--- src/rtl/alu_arbiter.sv ---
// Round-robin front end that shares one external combinational ALU between NUM_REQ requesters.
// Optional macro ALU_ARB_LOCK_EN adds req_lock_i so a winner can keep top priority for the next grant.
module alu_arbiter #(
    parameter int  WIDTH   = 32,
    parameter int  NUM_REQ = 4,
    localparam int IDW     = $clog2(NUM_REQ)
) (
    input  logic                     clk_i,
    input  logic                     rst_ni,
    input  logic [NUM_REQ-1:0]       req_valid_i,
    output logic [NUM_REQ-1:0]       req_ready_o,
    input  logic [NUM_REQ*3-1:0]     req_op_i,
    input  logic [NUM_REQ*WIDTH-1:0] req_a_i,
    input  logic [NUM_REQ*WIDTH-1:0] req_b_i,
`ifdef ALU_ARB_LOCK_EN
    input  logic [NUM_REQ-1:0]       req_lock_i,
`endif
    output logic [2:0]               alu_op_o,
    output logic [WIDTH-1:0]         alu_a_o,
    output logic [WIDTH-1:0]         alu_b_o,
    input  logic [WIDTH-1:0]         alu_result_i,
    output logic                     resp_valid_o,
    input  logic                     resp_ready_i,
    output logic [IDW-1:0]           resp_id_o,
    output logic [WIDTH-1:0]         resp_result_o,
    output logic                     busy_o
);

    localparam logic [1:0] S_IDLE = 2'd0;
    localparam logic [1:0] S_EXEC = 2'd1;
    localparam logic [1:0] S_RESP = 2'd2;

    typedef struct packed {
        logic [2:0]       op;
        logic [WIDTH-1:0] a;
        logic [WIDTH-1:0] b;
    } issue_t;

    issue_t [NUM_REQ-1:0] req_fields;

    for (genvar r = 0; r < NUM_REQ; r++) begin : g_unpack
        assign req_fields[r] = {req_op_i[3*r +: 3], req_a_i[WIDTH*r +: WIDTH], req_b_i[WIDTH*r +: WIDTH]};
    end

    logic [1:0]       state_q, state_d;
    logic [IDW-1:0]   rr_ptr_q, rr_ptr_d;
    logic [IDW-1:0]   id_q, id_d;
    issue_t           issue_q, issue_d;
    logic             resp_valid_q, resp_valid_d;
    logic [IDW-1:0]   resp_id_q, resp_id_d;
    logic [WIDTH-1:0] resp_result_q, resp_result_d;

    // Rotating priority search starting at rr_ptr_q
    logic               grant_vld;
    logic [IDW-1:0]     grant_idx;
    logic [IDW-1:0]     cand;
    int                 sum;

    always_comb begin
        grant_vld = 1'b0;
        grant_idx = '0;
        cand      = '0;
        sum       = 0;
        for (int k = 0; k < NUM_REQ; k++) begin
            sum  = int'(rr_ptr_q) + k;
            cand = IDW'((sum >= NUM_REQ) ? sum - NUM_REQ : sum);
            if (!grant_vld && req_valid_i[cand]) begin
                grant_vld = 1'b1;
                grant_idx = cand;
            end
        end
    end

    logic [NUM_REQ-1:0] grant_oh;

    always_comb begin
        grant_oh = '0;
        if (grant_vld) grant_oh[grant_idx] = 1'b1;
    end

    assign req_ready_o = (rst_ni && state_q == S_IDLE) ? grant_oh : '0;

    logic [IDW-1:0] next_ptr;

    always_comb begin
        next_ptr = (grant_idx == IDW'(NUM_REQ-1)) ? '0 : grant_idx + IDW'(1);
`ifdef ALU_ARB_LOCK_EN
        // A locked winner stays first in line so its op sequence runs back-to-back
        if (req_lock_i[grant_idx]) next_ptr = grant_idx;
`endif
    end

    always_comb begin
        state_d       = state_q;
        rr_ptr_d      = rr_ptr_q;
        id_d          = id_q;
        issue_d       = issue_q;
        resp_valid_d  = resp_valid_q;
        resp_id_d     = resp_id_q;
        resp_result_d = resp_result_q;
        case (state_q)
            S_IDLE: begin
                if (grant_vld) begin
                    issue_d  = req_fields[grant_idx];
                    id_d     = grant_idx;
                    rr_ptr_d = next_ptr;
                    state_d  = S_EXEC;
                end
            end
            S_EXEC: begin
                resp_result_d = alu_result_i;
                resp_id_d     = id_q;
                resp_valid_d  = 1'b1;
                state_d       = S_RESP;
            end
            S_RESP: begin
                if (resp_ready_i) begin
                    resp_valid_d = 1'b0;
                    state_d      = S_IDLE;
                end
            end
            default: state_d = S_IDLE;
        endcase
    end

    always_ff @(posedge clk_i) begin
        if (!rst_ni) begin
            state_q       <= S_IDLE;
            rr_ptr_q      <= '0;
            id_q          <= '0;
            issue_q       <= '0;
            resp_valid_q  <= 1'b0;
            resp_id_q     <= '0;
            resp_result_q <= '0;
        end else begin
            state_q       <= state_d;
            rr_ptr_q      <= rr_ptr_d;
            id_q          <= id_d;
            issue_q       <= issue_d;
            resp_valid_q  <= resp_valid_d;
            resp_id_q     <= resp_id_d;
            resp_result_q <= resp_result_d;
        end
    end

    assign alu_op_o      = issue_q.op;
    assign alu_a_o       = issue_q.a;
    assign alu_b_o       = issue_q.b;
    assign resp_valid_o  = resp_valid_q;
    assign resp_id_o     = resp_id_q;
    assign resp_result_o = resp_result_q;
    assign busy_o        = (state_q != S_IDLE);

endmodule

--- config.mk ---
export PLATFORM = sky130hd
export DESIGN_NAME = alu_arbiter
export DESIGN_NICKNAME = d
export VERILOG_FILES = /design/src/rtl/alu_arbiter.sv
export SDC_FILE = /design/constraint.sdc
export NUM_CORES = 1
export LEC_CHECK = 0
export ABC_AREA = 1
export ABC_CLOCK_PERIOD_IN_PS = 2600
export BUFFER_PORTS_ARGS = -buffer_cell sky130_fd_sc_hd__buf_2
export CAP_MARGIN = 20
export CORE_AREA = 2 2 161 163
export CTS_BUF_LIST = sky130_fd_sc_hd__clkbuf_8
export CTS_CLUSTER_DIAMETER = 40
export DETAILED_ROUTE_END_ITERATION = 10
export DIE_AREA = 0 0 163 165
export SLEW_MARGIN = 10
export SYNTH_ARGS = -nofsm -noshare
export SYNTH_HDL_FRONTEND = slang
export SYNTH_SLANG_ARGS = --single-unit
--- constraint.sdc ---
create_clock -name clk_i -period 2.6 [get_ports clk_i]
set_input_delay 0.13 -clock clk_i [delete_from_list [all_inputs] [get_ports clk_i]]
set_output_delay 0.13 -clock clk_i [all_outputs]
set_load 0.01 [all_outputs]
---- Word level (Yosys, flattened, before mapping) ----
Cells that the tools add are included.
cells by class
  $add $sub $neg .......................... 8
  magnitude comparators ................... 10
  eq/ne operators ......................... 5
  multiplexer cells ....................... 32
  reductions and logical operators ........ 14
operator list
  operator               count
  $bmux W67 S2           1
  $mux W67               1
  $mux W2                11
  $lt A2 B3 Y1 const B   5
  $mux W1                10
  $ge A3 B3 Y1 const B   3
  $bmux W1 S2            4
  $mux W4                2
  $sub A2 B1 Y2 const B  4
  $add A2 B2 Y3 const B  2
  $pmux W2 S3            1
  $reduce_and A2 Y1      3
  $logic_and A1 B1 Y1    5
  $eq A2 B2 Y1 const B   2
  $ne A2 B2 Y1 const B   2
  $reduce_bool A2 Y1     2
  $add A2 B1 Y3 const B  1
  $ge A2 B3 Y1 const B   1
  $logic_not A1 Y1       3
  $add A2 B1 Y2 const B  1
  $demux W1 S2           1
  $eq A2 B1 Y1 const B   1
  $ge A2 B1 Y1 const B   1
  $logic_not A2 Y1       1
  $pmux W1 S2            1
storage, ports and cells
  register bits ........................... 108
  bits of input ports ..................... 307
  logic and storage cells ................. 78

---- Depth between registers and ports, before layout ----
  depth after elaboration ................. 20
  depth in mapped cells ................... 16
  gate-level depth less buffers ........... 14

---- Least setup slack after synthesis ----
Ideal clock, no wire load.
  path kind ............................... register to register
  from .................................... reg rr_ptr_q[1]
  to ...................................... reg rr_ptr_q[1]
  arrival ................................. 1,842 ps
  required time ........................... 2,481 ps
  setup slack ............................. 638 ps
  cell stages (with the launch flop) ...... 14
  clock period less this slack ............ 1,962 ps
  path through ............................ dfxtp_1 -> inv_2 -> nand2_1 -> nand2_1 -> nand2_1 -> nand2_1 -> nand3_1 -> nor2_2 -> nor2_4 -> buf_2 -> inv_1 -> ha_1 -> o21ai_0 -> a21oi_1
on the way
  longest elaborated chain between the ends .. 16
  elaborated cells between the ends (all ways) .. 41
  classes of those cells .................. add/sub: 8; order compare: 4; eq/ne: 1; mux: 21; reduce/logical: 7
RTL lines
  element                                                                 line  source
  start, declared                                                         46    logic [IDW-1:0] rr_ptr_q, rr_ptr_d;
  start signal, assigned                                                  137   rr_ptr_q <= rr_ptr_d;
  parallel branches: the longest is 13 deep, another holds $add A2 B1 Y3  n/a
  $mux W2 (*)                                                             67    if (!grant_vld && req_valid_i[cand]) begin
  $add A2 B1 Y2 or $eq A2 B2 Y1 (tied branches)                           86    next_ptr = (grant_idx == IDW'(NUM_REQ-1)) ? '0 : grant_idx + IDW'(1);
  $mux W2 (*)                                                             86
  via next_ptr[1]                                                         83    logic [IDW-1:0] next_ptr;
Mark *: on every way through the listed nets, which the timed path passes. The select of a mux whose other input is x is not followed.
A chain may end at the register's enable or synchronous reset.

---- Worst setup path after layout ----
  from .................................... reg rr_ptr_q[0]
  to ...................................... out req_ready_o[3]
on the way
  longest elaborated chain between the ends .. 20
  elaborated cells between the ends (all ways) .. 44
  classes of those cells .................. add/sub: 7; order compare: 6; mux: 24; reduce/logical: 7
RTL lines
  element                                                                 line  source
  parallel branches: the longest is 18 deep, another holds $add A2 B1 Y3  n/a
  $mux W4 (*)                                                             78    if (grant_vld) grant_oh[grant_idx] = 1'b1;
  $mux W4 (*)                                                             81    assign req_ready_o = (rst_ni && state_q == S_IDLE) ? grant_oh : '0;
  end, declared                                                           11    output logic [NUM_REQ-1:0] req_ready_o,
Every way passes the cells marked *. The select of a mux whose other input is x is not followed.

==> results.md <==
- RD Place Congestion: 0.876
- Number of distinct library cell variants in the gate-level netlist after synthesis: 24
- GRT met3 Usage: 0.0326
- Cell Area, Synth: 0.00707 mm^2
- Number of design rule violations left after detail routing: 0
- Root buffer cell: clkbuf_8
- Leakage dissipation: 6.15 nW
- Final setup fails: 0
- Number of maximum-capacitance constraint violations: 0
- Run status: complete, no violations
- Worst Setup Slack, final: 0.231 ns
- Die outline area: 0.0269 mm^2
- Total count of hold-check failures in the final report: 0
- Library cell with the largest summed area after synthesis: nand2_1
- Setup repair after global routing missed its margin: no
- Worst min-delay path startpoint: req_a_i[59]
- Most common cell in the netlist: nand2_1
- Reg2reg end: alu_b_o[9]
- Fin crit period: 2.37 ns
- Avg WL per Cell: 14.1 um
- Fraction of final layout cells sized beyond drive strength 1: 0.282
- Final routed wirelength across all metal layers: 28.1 mm
- TritonCTS sink count: 108
- CTS tree: yes
- Maximum resistive drop on vdd: 0.754 mV
- Switch Pwr: 5.58 mW
- Detailed placement HPWL: 20.1 mm
- Critical path peak fanout: 13
- Reg2Reg Launch Point: rr_ptr_q[0]
- Cell internal pwr: 4.90 mW
- Vias: 8999
- Worst min-delay path class: in2reg
- Maximum clock frequency: 422 MHz
- Data required time at the worst endpoint: 2.47 ns
- Synthesized netlist net count: 1572
- Global routing usage on met2: 0.363
- Via count of the first global-routing pass: 8306
- Portion of total power attributed to sequential cells: 0.234
- Placement-stage worst setup slack: 0.256 ns
- Finished Layout Cells: 1997
- Switching portion of total power: 0.532
- R2R cell count: 13
- Iteration count of the initial detailed-routing pass: 5
- Global-route wire length before repair: 42.4 mm
- Number of buffers created by CTS: 9
- Mean area per synthesized cell: 5.59 um^2
- Deepest clock path buffer count: 2
- Fraction of synthesis flops using an asynchronous set or reset pin: 0
- Pin count of the biggest net entering global routing: 68
- Layout Nets: 1968
- Yosys warnings: 0
- Power density normalized to cell area: 1060 mW/mm^2
- Number of register bits inferred by synthesis: 108
- Core area: 0.0250 mm^2
- Fin crit share: 0.911
- Starting DRT DRC Count: 584
- Clock Power Share: 0.105
- Register area share after synthesis: 0.306
- Path type of the worst setup path: reg2out
- Number of fill cells: 2804
- Top cells by area, synth: nand2_1 (31%), dfxtp_1 (31%), nand3_1 (15%), inv_1 (7.7%), nor2_1 (4.0%)
- Worst Setup End Kind: output pin
- Chip Height: 165 um
- Reg clk slew, reported paths: 0.13 ns
- Number of core rows: 58
- Most utilized layer in the global route result: met2
- Most frequent cells after synthesis: nand2_1 (580), nand3_1 (208), inv_1 (145)
- Share of Yosys cell area claimed by the top area cell type: 0.308
- Worst Skew: 0.0204 ns
- Register-to-register setup slack: 0.48 ns
- Max_slew headroom: 0.577
- Antenna violations before repair: 0
- Arrival time reported for the critical path endpoint: 2.24 ns
- Clock Latency Late Sink: 0.40 ns
- Effective utilization at floorplan: 0.282
- Area added between synthesis and finish: 39.8%
- Combinational share of power: 0.661
- Crit. Startpoint: rr_ptr_q[0]
- Number of enable flip-flop cells after synthesis: 0
- Antenna-violating nets left: 0
- Horizontal die dimension: 163 um
- Transition time at the pin with the least slew margin: 0.634 ns
- Port buffer count: 413
- Total congestion overflow after global routing: 0
- Sum of negative setup slack: 0 ns
- H-tree depth reported by CTS: 3
- Critical path destination: req_ready_o[3]
- Total instance count after detailed placement: 1944
- M1 GR Usage: 0.234
- Count of pins over their slew limit: 0
- Most instantiated flip-flop cell in the synthesis netlist: dfxtp_1
- Global-route usage over all layers: 0.198
- Top-Level Pins: 414
- Mapped Cells: 1264
- Via-per-instance ratio: 4.51
- Critical Path Source Type: flip-flop
## layout make-up
cell class,count,area (um^2),area share
clock buffer,10,138,0.0139
clock inverter,6,62.6,0.00633
tap,330,413,0.0418
inverter,151,569,0.0576
antenna,2,5.00,0.000507
sequential,108,2170,0.220
multi-input combinational,922,3870,0.391
timing repair buffer,468,2660,0.269
## state kept, by name, summed over array words and instances (netlist names)
name           cells
resp_valid_o       1
alu_op_o           3
id_q               2
alu_a_o           32
resp_result_o     32
state_q            2
resp_id_o          2
rr_ptr_q           2
alu_b_o           32
## routing by layer
layer	wire length (um)	share of wire
met4	669	0.024
met1	11500	0.41
met3	1830	0.065
met5	0	0
met2	14100	0.50
## power groups by stage
stage / sequential, mW / combinational (mW) / clock, mW
final: 2.45 / 6.92 / 1.10
after global routing: 2.51 / 7.80 / 1.21
after CTS: 2.44 / 6.92 / 1.16
after detailed placement: 2.47 / 6.86 / 0
after global placement: 2.46 / 6.83 / 0
after floorplan: 2.66 / 4.65 / 0
## worst max-delay path, cell delays in order (launching register included)
cell and delay, ns:
dfxtp_4 0.41, inv_4 0.10, nand2_1 0.09, nand3_1 0.12
nand2_2 0.09, nor2_2 0.12, nand3_1 0.09, nand2_2 0.14
nand2_4 0.09, inv_2 0.10, ha_1 0.16, inv_1 0.05
nor2_1 0.11, buf_2 0.17
## cells in the final DEF, fill, tap and decap left out, drive strengths merged, types with 2 or more instances in the layout
| cell type | n |
|---|---|
| a21oi | 5 |
| buf | 435 |
| clkbuf | 10 |
| clkinv | 2 |
| dfxtp | 108 |
| diode | 2 |
| dlygate4sd3 | 33 |
| inv | 155 |
| nand2 | 584 |
| nand3 | 209 |
| nor2 | 79 |
| nor3 | 3 |
| o21ai | 38 |
## timing repair
item	4_1_cts	5_1_grt
pin swaps	0	2
endpoints found under the setup margin	4	4
gates resized for setup	3	5
endpoints found under the hold margin	34	0
cloned	0	0
hold buffers	33	0
setup buffers	0	2
## kinds of logic after synthesis
logic type / count (synthesis) / synth area share
and+or+nand+nor: 877 / 0.511
DFF: 108 / 0.306
AOI/OAI and AO/OA: 44 / 0.0315
adders and majority gates: 1 / 0.00177
buffers and inverters: 234 / 0.150
## worst min path at each step
stage / depth (start not counted) / end / slack (ns)
6_report: 5 / alu_a_o[27] / 0.02
5_1_grt: 5 / alu_a_o[25] / 0.03
4_1_cts: 5 / alu_a_o[27] / 0.0009
3_5_place_dp: 2 / resp_valid_o / 0.34
3_3_place_gp: 2 / resp_valid_o / 0.33
2_1_floorplan: 1 / resp_valid_o / 0.22
## stage by stage
stage	hold WS, ns	area, um^2	utilization	total power [mW]
2_1_floorplan	0.225	7070	-	7.30
3_5_place_dp	0.335	9310	0.372	9.33
3_3_place_gp	0.333	9310	0.372	9.29
6_report	0.0228	9880	0.395	10.5
4_1_cts	0.000945	9840	0.393	10.5
5_1_grt	0.0324	9880	0.394	11.5
Power figures use the tool's default switching activity.
